**src/rtl/serial_add_sub_if.sv**
```systemverilog
// Operand/result bundle for serial_add_sub.
// master: the requester driving start/sub/a/b; slave: the serial adder itself.
interface serial_add_sub_if #(
  parameter int unsigned WIDTH = 64
);
  logic             start;
  logic             sub;
  logic [WIDTH-1:0] a;
  logic [WIDTH-1:0] b;
  logic             busy;
  logic             done;
  logic [WIDTH-1:0] result;
  logic             cout;
  logic             zf;
  logic             sf;
  logic             of;

  modport master (
    output start, sub, a, b,
    input  busy, done, result, cout, zf, sf, of
  );

  modport slave (
    input  start, sub, a, b,
    output busy, done, result, cout, zf, sf, of
  );
endinterface

```
**src/rtl/serial_add_sub.sv**
```systemverilog
// Bit-serial adder/subtractor: a single full-adder slice walks the operands LSB first,
// one bit per clock. Subtraction is a + ~b + 1, with the +1 preloaded into the carry.
// Optional build macro FLAGS_EN registers zero/sign/signed-overflow flags on entry to DONE;
// without it zf/sf/of are tied to 0.
module serial_add_sub #(
  parameter int unsigned WIDTH = 64
) (
  input logic             clk,
  input logic             rst_n,
  serial_add_sub_if.slave bus
);

  localparam int unsigned IdxW = $clog2(WIDTH);
  // One extra bit so the counter can reach WIDTH without wrapping.
  localparam int unsigned CntW = IdxW + 1;
  localparam logic [CntW-1:0] CntLast = CntW'(WIDTH);

  typedef enum logic [1:0] {StIdle, StRun, StDone} state_e;

  state_e state_q, state_d;

  logic [WIDTH-1:0] opa_q, opa_d;
  logic [WIDTH-1:0] opb_q, opb_d;
  logic [WIDTH-1:0] result_q, result_d;
  logic [CntW-1:0]  cnt_q, cnt_d;
  logic             carry_q, carry_d;

  logic [IdxW-1:0]  idx;
  logic             cnt_last;
  logic             accept;
  logic             sum_bit;
  logic             carry_bit;

  assign idx      = cnt_q[IdxW-1:0];
  // All WIDTH bits are done; this RUN cycle only moves to DONE.
  assign cnt_last = (cnt_q == CntLast);
  assign accept   = (state_q == StIdle) && bus.start;

  // Single full-adder slice on the current bit position.
  assign sum_bit   = opa_q[idx] ^ opb_q[idx] ^ carry_q;
  assign carry_bit = (opa_q[idx] & opb_q[idx]) | (carry_q & (opa_q[idx] ^ opb_q[idx]));

  // FSM state register.
  always_ff @(posedge clk or negedge rst_n) begin
    if (!rst_n) begin
      state_q <= StIdle;
    end else begin
      state_q <= state_d;
    end
  end

  // FSM next-state logic.
  always_comb begin
    state_d = state_q;
    unique case (state_q)
      StIdle:  if (bus.start) state_d = StRun;
      StRun:   if (cnt_last) state_d = StDone;
      StDone:  state_d = StIdle;
      default: state_d = StIdle;
    endcase
  end

  // FSM outputs.
  always_comb begin
    bus.busy = (state_q != StIdle);
    bus.done = (state_q == StDone);
  end

  // Datapath next state: capture on accept, one bit per RUN cycle otherwise hold.
  always_comb begin
    opa_d    = opa_q;
    opb_d    = opb_q;
    carry_d  = carry_q;
    cnt_d    = cnt_q;
    result_d = result_q;
    if (accept) begin
      opa_d   = bus.a;
      opb_d   = bus.b ^ {WIDTH{bus.sub}};
      carry_d = bus.sub;
      cnt_d   = '0;
    end else if ((state_q == StRun) && !cnt_last) begin
      result_d[idx] = sum_bit;
      carry_d       = carry_bit;
      cnt_d         = cnt_q + CntW'(1);
    end
  end

  // Datapath registers.
  always_ff @(posedge clk or negedge rst_n) begin
    if (!rst_n) begin
      opa_q    <= '0;
      opb_q    <= '0;
      carry_q  <= 1'b0;
      cnt_q    <= '0;
      result_q <= '0;
    end else begin
      opa_q    <= opa_d;
      opb_q    <= opb_d;
      carry_q  <= carry_d;
      cnt_q    <= cnt_d;
      result_q <= result_d;
    end
  end

  assign bus.result = result_q;
  // Final carry flop doubles as cout; for subtract 1 means no borrow.
  assign bus.cout   = carry_q;

`ifdef FLAGS_EN
  logic zf_q, zf_d;
  logic sf_q, sf_d;
  logic of_q, of_d;
  logic flag_load;

  assign flag_load = (state_q == StRun) && cnt_last;

  // Flag next state: computed from the finished result on the RUN->DONE edge.
  always_comb begin
    zf_d = zf_q;
    sf_d = sf_q;
    of_d = of_q;
    if (flag_load) begin
      zf_d = (result_q == '0);
      sf_d = result_q[WIDTH-1];
      of_d = (opa_q[WIDTH-1] == opb_q[WIDTH-1]) && (result_q[WIDTH-1] != opa_q[WIDTH-1]);
    end
  end

  // Flag registers.
  always_ff @(posedge clk or negedge rst_n) begin
    if (!rst_n) begin
      zf_q <= 1'b0;
      sf_q <= 1'b0;
      of_q <= 1'b0;
    end else begin
      zf_q <= zf_d;
      sf_q <= sf_d;
      of_q <= of_d;
    end
  end

  assign bus.zf = zf_q;
  assign bus.sf = sf_q;
  assign bus.of = of_q;
`else
  assign bus.zf = 1'b0;
  assign bus.sf = 1'b0;
  assign bus.of = 1'b0;
`endif

endmodule

```
**src/flat_wrapper.sv**
```systemverilog
// flat-port wrapper written by rule: the top's interface ports become plain ports
module serial_add_sub_flat 
#(
  parameter int unsigned WIDTH = 64
)
  (clk, rst_n, bus_start, bus_sub, bus_a, bus_b, bus_busy, bus_done, bus_result, bus_cout, bus_zf, bus_sf, bus_of);
  serial_add_sub_if #(.WIDTH(WIDTH)) bus_i ();
  input logic clk;
  input logic rst_n;
  input wire logic [$bits(bus_i.start)-1:0] bus_start;
  input wire logic [$bits(bus_i.sub)-1:0] bus_sub;
  input wire logic [$bits(bus_i.a)-1:0] bus_a;
  input wire logic [$bits(bus_i.b)-1:0] bus_b;
  output wire logic [$bits(bus_i.busy)-1:0] bus_busy;
  output wire logic [$bits(bus_i.done)-1:0] bus_done;
  output wire logic [$bits(bus_i.result)-1:0] bus_result;
  output wire logic [$bits(bus_i.cout)-1:0] bus_cout;
  output wire logic [$bits(bus_i.zf)-1:0] bus_zf;
  output wire logic [$bits(bus_i.sf)-1:0] bus_sf;
  output wire logic [$bits(bus_i.of)-1:0] bus_of;
  assign bus_i.start = bus_start;
  assign bus_i.sub = bus_sub;
  assign bus_i.a = bus_a;
  assign bus_i.b = bus_b;
  assign bus_busy = bus_i.busy;
  assign bus_done = bus_i.done;
  assign bus_result = bus_i.result;
  assign bus_cout = bus_i.cout;
  assign bus_zf = bus_i.zf;
  assign bus_sf = bus_i.sf;
  assign bus_of = bus_i.of;
  serial_add_sub #(.WIDTH(WIDTH)) u_core (.clk(clk), .rst_n(rst_n), .bus(bus_i));
endmodule
```
**config.mk**
```make
export PLATFORM = sky130hd
export DESIGN_NAME = serial_add_sub_flat
export DESIGN_NICKNAME = d
export VERILOG_FILES = /design/src/rtl/serial_add_sub_if.sv /design/src/rtl/serial_add_sub.sv /design/src/flat_wrapper.sv
export SDC_FILE = /design/constraint.sdc
export NUM_CORES = 1
export LEC_CHECK = 0
export ABC_AREA = 0
export BUFFER_PORTS_ARGS = -buffer_cell sky130_fd_sc_hd__clkbuf_2
export CORE_MARGIN = 8
export CORE_UTILIZATION = 45
export CTS_BUF_LIST = sky130_fd_sc_hd__clkbuf_2 sky130_fd_sc_hd__clkbuf_4 sky130_fd_sc_hd__clkbuf_8
export CTS_CLUSTER_SIZE = 24
export DETAILED_ROUTE_END_ITERATION = 8
export GPL_TIMING_DRIVEN = 0
export PLACE_DENSITY_LB_ADDON = 0.12
export SYNTH_ARGS = -nofsm -noshare
export SYNTH_HDL_FRONTEND = slang
export SYNTH_SLANG_ARGS = --single-unit
```
**constraint.sdc**
```tcl
create_clock -name clk -period 3.4 [get_ports clk]
set_input_delay 0 -clock clk [delete_from_list [all_inputs] [get_ports clk]]
set_output_delay 0 -clock clk [all_outputs]
set_load 0.03 [all_outputs]
```
# After elaboration in Yosys (flattened, before gate mapping)
# Cells that the tools add are included.
[word_totals]
ff_bits = 202
input_bits = 132
out_inout_bits = 70
word_cells = 44
[op_classes]
add_sub_neg = 1
order_cmp = 2
eq_ne = 5
n_mux = 14
n_bitwise = 7
reduce_logical = 9
[op_table]
columns = ["operator", "count"]
rows = [
  ["64-bit bitwise mux", 1],
  ["64-bit XOR", 1],
  ["7-bit two-way mux", 2],
  ["1-bit binary-select mux with 6-bit select", 2],
  ["7-bit by 1-bit adder with 7-bit output, second input constant", 1],
  ["7-bit == test, second input constant", 1],
  ["6-bit by 7-bit less-than comparator with 1-bit output, second input constant", 1],
  ["1-bit demux with 6-bit select", 1],
  ["6-bit by 1-bit greater-or-equal comparator with 1-bit output, second input constant", 1],
  ["1-bit two-way mux", 5],
  ["2-bit two-way mux", 2],
  ["2-bit case mux with 2 select lines", 1],
  ["2-bit AND reduction", 2],
  ["2-bit nonzero test", 2],
  ["1-bit logical AND", 3],
  ["1-bit bitwise AND", 2],
  ["2-bit by 1-bit == test with 1-bit output, second input constant", 1],
  ["2-bit == test, second input constant", 1],
  ["2-bit logical NOT", 1],
  ["2-bit by 1-bit != test with 1-bit output, second input constant", 1],
  ["2-bit != test, second input constant", 1],
  ["1-bit XOR", 2],
  ["1-bit logical NOT", 1],
  ["1-bit inverter", 1],
  ["1-bit OR", 1],
]

# Longest topological paths before layout
[logic_depth]
depth_word = 7
mapped_depth = 13
depth_no_buf = 8

# Worst setup path after synthesis
# OpenSTA, ideal clock, no wires.
[synth_timing]
path_kind = "reg2reg"
from = "reg u_core.cnt_q[1]"
to = "reg u_core.result_q[20] (netlist: u_core.bus.result[20])"
setup_ps = 67
arrival_ps = 2902
t_required_ps = 3333
path_slack_ps = 432
stages_incl_launch_ff = 14
n_path_buf = 5
synth_period_minus_slack_ps = 2968
cell_sequence = "dfrtp_1 -> buf_2 -> buf_2 -> buf_2 -> mux4_2 -> mux2i_1 -> o22ai_1 -> a211oi_1 -> nand4_1 -> fa_1 -> buf_1 -> clkbuf_1 -> nand3_1 -> nand2_1"
[synth_between]
elab_chain_len = 5
word_cells_on_any_way = 16
cone_classes = "2 x order compare; 1 x eq/ne; 7 x mux; 2 x bitwise; 4 x reduce/logical"
[synth_rtl]
columns = ["item", "line_no", "source"]
rows = [
  ["start, declared", "serial_add_sub.sv:25", "logic [CntW-1:0] cnt_q, cnt_d;"],
  ["start signal, assigned", "serial_add_sub.sv:100", "cnt_q <= cnt_d;"],
  ["1-bit binary-select mux with 6-bit select", "serial_add_sub.sv:40", "assign sum_bit = opa_q[idx] ^ opb_q[idx] ^ carry_q;"],
  ["1-bit two-way mux (not written as such)", "serial_add_sub.sv:40", ""],
  ["1-bit XOR (*) (2 in a row)", "serial_add_sub.sv:40", ""],
  ["named net u_core.sum_bit", "serial_add_sub.sv:31", "logic sum_bit;"],
  ["64-bit bitwise mux (*)", "serial_add_sub.sv:82", "result_d[idx] = sum_bit;"],
  ["end signal, assigned", "serial_add_sub.sv:101", "result_q <= result_d;"],
  ["end, declared", "serial_add_sub.sv:24", "logic [WIDTH-1:0] result_q, result_d;"],
]
# Mark *: on every way through the listed nets, which the timed path passes. The rest lies on a longest branch. The select of a mux whose other input is x is not followed.
# A chain may end at the register's enable or synchronous reset.

# Worst setup path after layout
[layout_timing]
from = "reg u_core.cnt_q[1]"
to = "reg u_core.result_q[33] (netlist: u_core.bus.result[33])"
# Same word-level chain as after synthesis.

==> metrics.md <==
| Metric | Value |
|---|---|
| Outcome | `complete, no violations` |
| Max-slew headroom | `34.96%` |
| Clock-pin slew on the worst setup and hold paths | `0.06 ns` |
| Psw | `1.145 mW` |
| Period utilization | `96.87%` |
| Worst Setup End Kind | `register` |
| CP max FO | `10` |
| End of the worst hold path | `u_core.opb_q[7]$_DFFE_PN0P_` |
| Synth top area cells | `dfrtp_1 (52%), nand2_1 (12%), xnor2_1 (5.9%)` |
| Pwr dens | `381.4 mW/mm^2` |
| # H-tree levels | `2` |
| Number of clock sinks | `202` |
| Gr ovfl total | `0` |
| GRT Total Usage | `23.37%` |
| Final HPWL DP | `20.76 mm` |
| Leak Pwr | `6.520 nW` |
| Drt total wl | `30.65 mm` |
| Sequential area share after synthesis | `51.93%` |
| WS Path Type | `reg -> reg` |
| Post-place setup slack | `-0.6058 ns` |
| Worst Slack Setup Final | `0.1065 ns` |
| Critical path arrival | `3.70 ns` |
| Fin. Hold Viols | `0` |
| CTS max path bufs | `3` |
| Die span in y | `163.1 microns` |
| Post-Syn Area | `0.009733 sq mm` |
| Sw frac | `22.66%` |
| Reg2Reg Capture Point | `u_core.bus.result[33]$_DFFE_PN0P_` |
| IO Count | `202` |
| GP Congestion | `0.8376` |
| Post-synth EDFFs | `0` |
| Final Skew | `0.01904 ns` |
| CTS tree | `yes` |
| Clk pwr share | `45.1%` |
| Maximum vdd drop | `0.0002361 V` |
| ANT nets after route | `0` |
| Most used flip-flop cell after synthesis | `dfrtp_1` |
| DR pass1 iterations | `5` |
| Cts bufs inserted | `36` |
| Synth cell types | `54` |
| Clock period minus worst slack | `3.293 ns` |
| Worst Tran Pin Value | `0.9682 ns` |
| Max_cap viols | `0` |
| Min-Delay Path Depth | `3` |
| Pins Over Slew Limit | `0` |
| Warnings from Yosys | `0` |
| Global-route wire length before repair | `48.81 mm` |
| R2R cell count | `11` |
| # setup viols final | `0` |
| Critical Path RT | `3.80 ns` |
| DRT iter0 DRCs | `495` |
| Vias/cell | `5.084` |
| Via count | `8460` |
| Logic pwr share | `7.3%` |
| Drt drc | `0` |
| FP Rows | `54` |
| Largest net degree at the start of global routing | `91` |
| Buffers on Ports | `197` |
| Gate Count Post-Synth | `992` |
| DR WL/cell | `18.42 microns` |
| Seq pwr share | `47.6%` |
| Hold Path Class | `in -> reg` |
| Vias in the first global route | `9001` |
| Share of Yosys cell area claimed by the top area cell type | `51.93%` |
| Chip Width | `163.1 microns` |
| Synth Area per Inst | `9.812 sq um` |
| Cell taking the most area after synthesis | `dfrtp_1` |
| Initial Util | `45.16%` |
| Initial antenna violation count | `2` |
| Yosys reg bits | `202` |
| Layout area overhead | `36.07%` |
| Core Area | `0.02155 sq mm` |
| Final nets | `1496` |
| CP startpoint kind | `register` |
| Total internal power | `3.906 mW` |
| Placed insts | `1473` |
| Final Non-Filler Cells | `1664` |
| CTS Root Buffer Type | `clkbuf_8` |
| Min-delay src | `bus_sub` |
| Worst reg-to-reg setup slack | `0.11 ns` |
| Die ar. | `0.02659 sq mm` |
| Latest clock arrival within the worst-skew pair | `0.53 ns` |
| Max Clk Rate | `0.3036 GHz` |
| R2R Path Start | `u_core.cnt_q[1]$_DFFE_PN0P_` |
| Ys async rst share | `100.0%` |
| Share of layout cells above drive strength 1 | `25.83%` |
## state kept, by name, summed over array words and instances (netlist names)
register and cells:
u_core.opa_q 64, u_core.state_q 2, u_core.cnt_q 7, u_core.bus.result 64, u_core.bus.cout 1, u_core.opb_q 64
## through the flow
step                cell area, sq um  utilization (%)  setup TNS (ns)  total power [mW]  hold slack (ns)
floorplan                       9741                -               0             2.534          -0.2956
global placement               11080            51.39         -375.54             2.685           0.1927
detailed placement             11140            51.69          -34.42             2.694         -0.01234
CTS                            13210            61.27               0             5.098           0.1216
global route                   13240            61.45       -0.008320             5.228           0.1614
finish                         13240            61.45               0             5.051           0.1273
## kinds of logic (layout without fill, tap and decap cells)
kind of cell,Yosys count,after routing,share of synthesized area [%]
and+or+nand+nor,424,424,18.95
DFF,202,202,51.93
AOI/OAI and AO/OA,131,131,7.983
muxes,83,83,10.89
buffers and inverters,79,467,3.535
xor gates and xnor gates,69,69,6.209
adders and majority gates,3,3,0.4628
other,1,5,0.03853
## layout by cell type (no fill, tap or decap), types with 10 or more instances in the layout
cell / netlist / routed
buf_2: 17 / 14
clkbuf_2: 0 / 203
clkbuf_8: 0 / 45
mux4_2: 12 / 12
a22oi_1: 10 / 10
o21ai_0: 82 / 82
nor2_1: 43 / 42
mux2_2: 31 / 31
clkbuf_4: 0 / 15
dlygate4sd3_1: 0 / 131
nand3b_1: 12 / 12
nand2_1: 312 / 312
xnor2_1: 66 / 66
dfrtp_1: 202 / 202
nand3_1: 14 / 14
clkbuf_1: 45 / 35
mux2_1: 32 / 32
## synth_stat cells (all sizes together), types with 10 or more instances
cell type	count
a22oi	10
buf	28
clkbuf	45
dfrtp	202
mux2	63
mux4	12
nand2	312
nand3	14
nand3b	12
nor2	43
o21ai	82
xnor2	66
## final cells by class
| type | count | area [sq um] |
|---|---|---|
| Clock buffer | 56 | 695.7 |
| Clock inverter | 3 | 20.02 |
| Timing Repair Buffer | 331 | 2369 |
| Multi-Input combinational cell | 713 | 4374 |
| Fill cell | 1868 | 8309 |
| Inverter | 6 | 22.52 |
| Antenna cell | 2 | 5.005 |
| Buffer | 71 | 352.8 |
| Tap cell | 280 | 350.3 |
| Sequential cell | 202 | 5055 |
## power groups by stage
| stage | Sequential (mW) | Combinational, mW | Clock (mW) |
|---|---|---|---|
| after detailed placement | 2.45 | 0.246 | 0 |
| after CTS | 2.41 | 0.364 | 2.33 |
| final | 2.41 | 0.367 | 2.28 |
| after floorplan | 2.45 | 0.0858 | 0 |
| after global placement | 2.45 | 0.236 | 0 |
| after global routing | 2.40 | 0.398 | 2.43 |
## worst max path at each step
stage	slack, ns	from	to
final	0.11	u_core.cnt_q[1]$_DFFE_PN0P_	u_core.bus.result[33]$_DFFE_PN0P_
after global routing	-0.008	u_core.cnt_q[0]$_DFFE_PN0P_	u_core.bus.result[52]$_DFFE_PN0P_
after CTS	0.003	u_core.cnt_q[0]$_DFFE_PN0P_	u_core.bus.result[18]$_DFFE_PN0P_
after detailed placement	-0.61	u_core.cnt_q[1]$_DFFE_PN0P_	u_core.bus.result[36]$_DFFE_PN0P_
after global placement	-1.71	rst_n	u_core.opa_q[11]$_DFFE_PN0P_
after floorplan	0.43	u_core.cnt_q[1]$_DFFE_PN0P_	u_core.bus.result[20]$_DFFE_PN0P_
## worst max-delay path, cell delays in order (launching register included)
cell,delay [ns]
dfrtp_1,0.35
buf_2,0.22
buf_6,0.19
buf_6,0.18
mux4_2,0.33
mux2i_2,0.19
o22ai_1,0.11
a211oi_1,0.28
nand4_1,0.20
fa_2,0.56
clkbuf_2,0.22
mux2_1,0.31
## routing by layer
metal  part of all wire, %  GRT usage, %
met5                     0             0
met4                   3.1         9.091
met3                   6.3         4.788
met2                    48         38.68
met1                    43         29.65
## what timing repair did
item	in CTS	in global routing
buffers inserted	1	0
resized for setup	16	14
endpoints found under the setup margin	64	64
hold buffers	131	0
pin swaps	1	2
hold endpoints to repair	240	0
(Power assumes the default switching activity.)
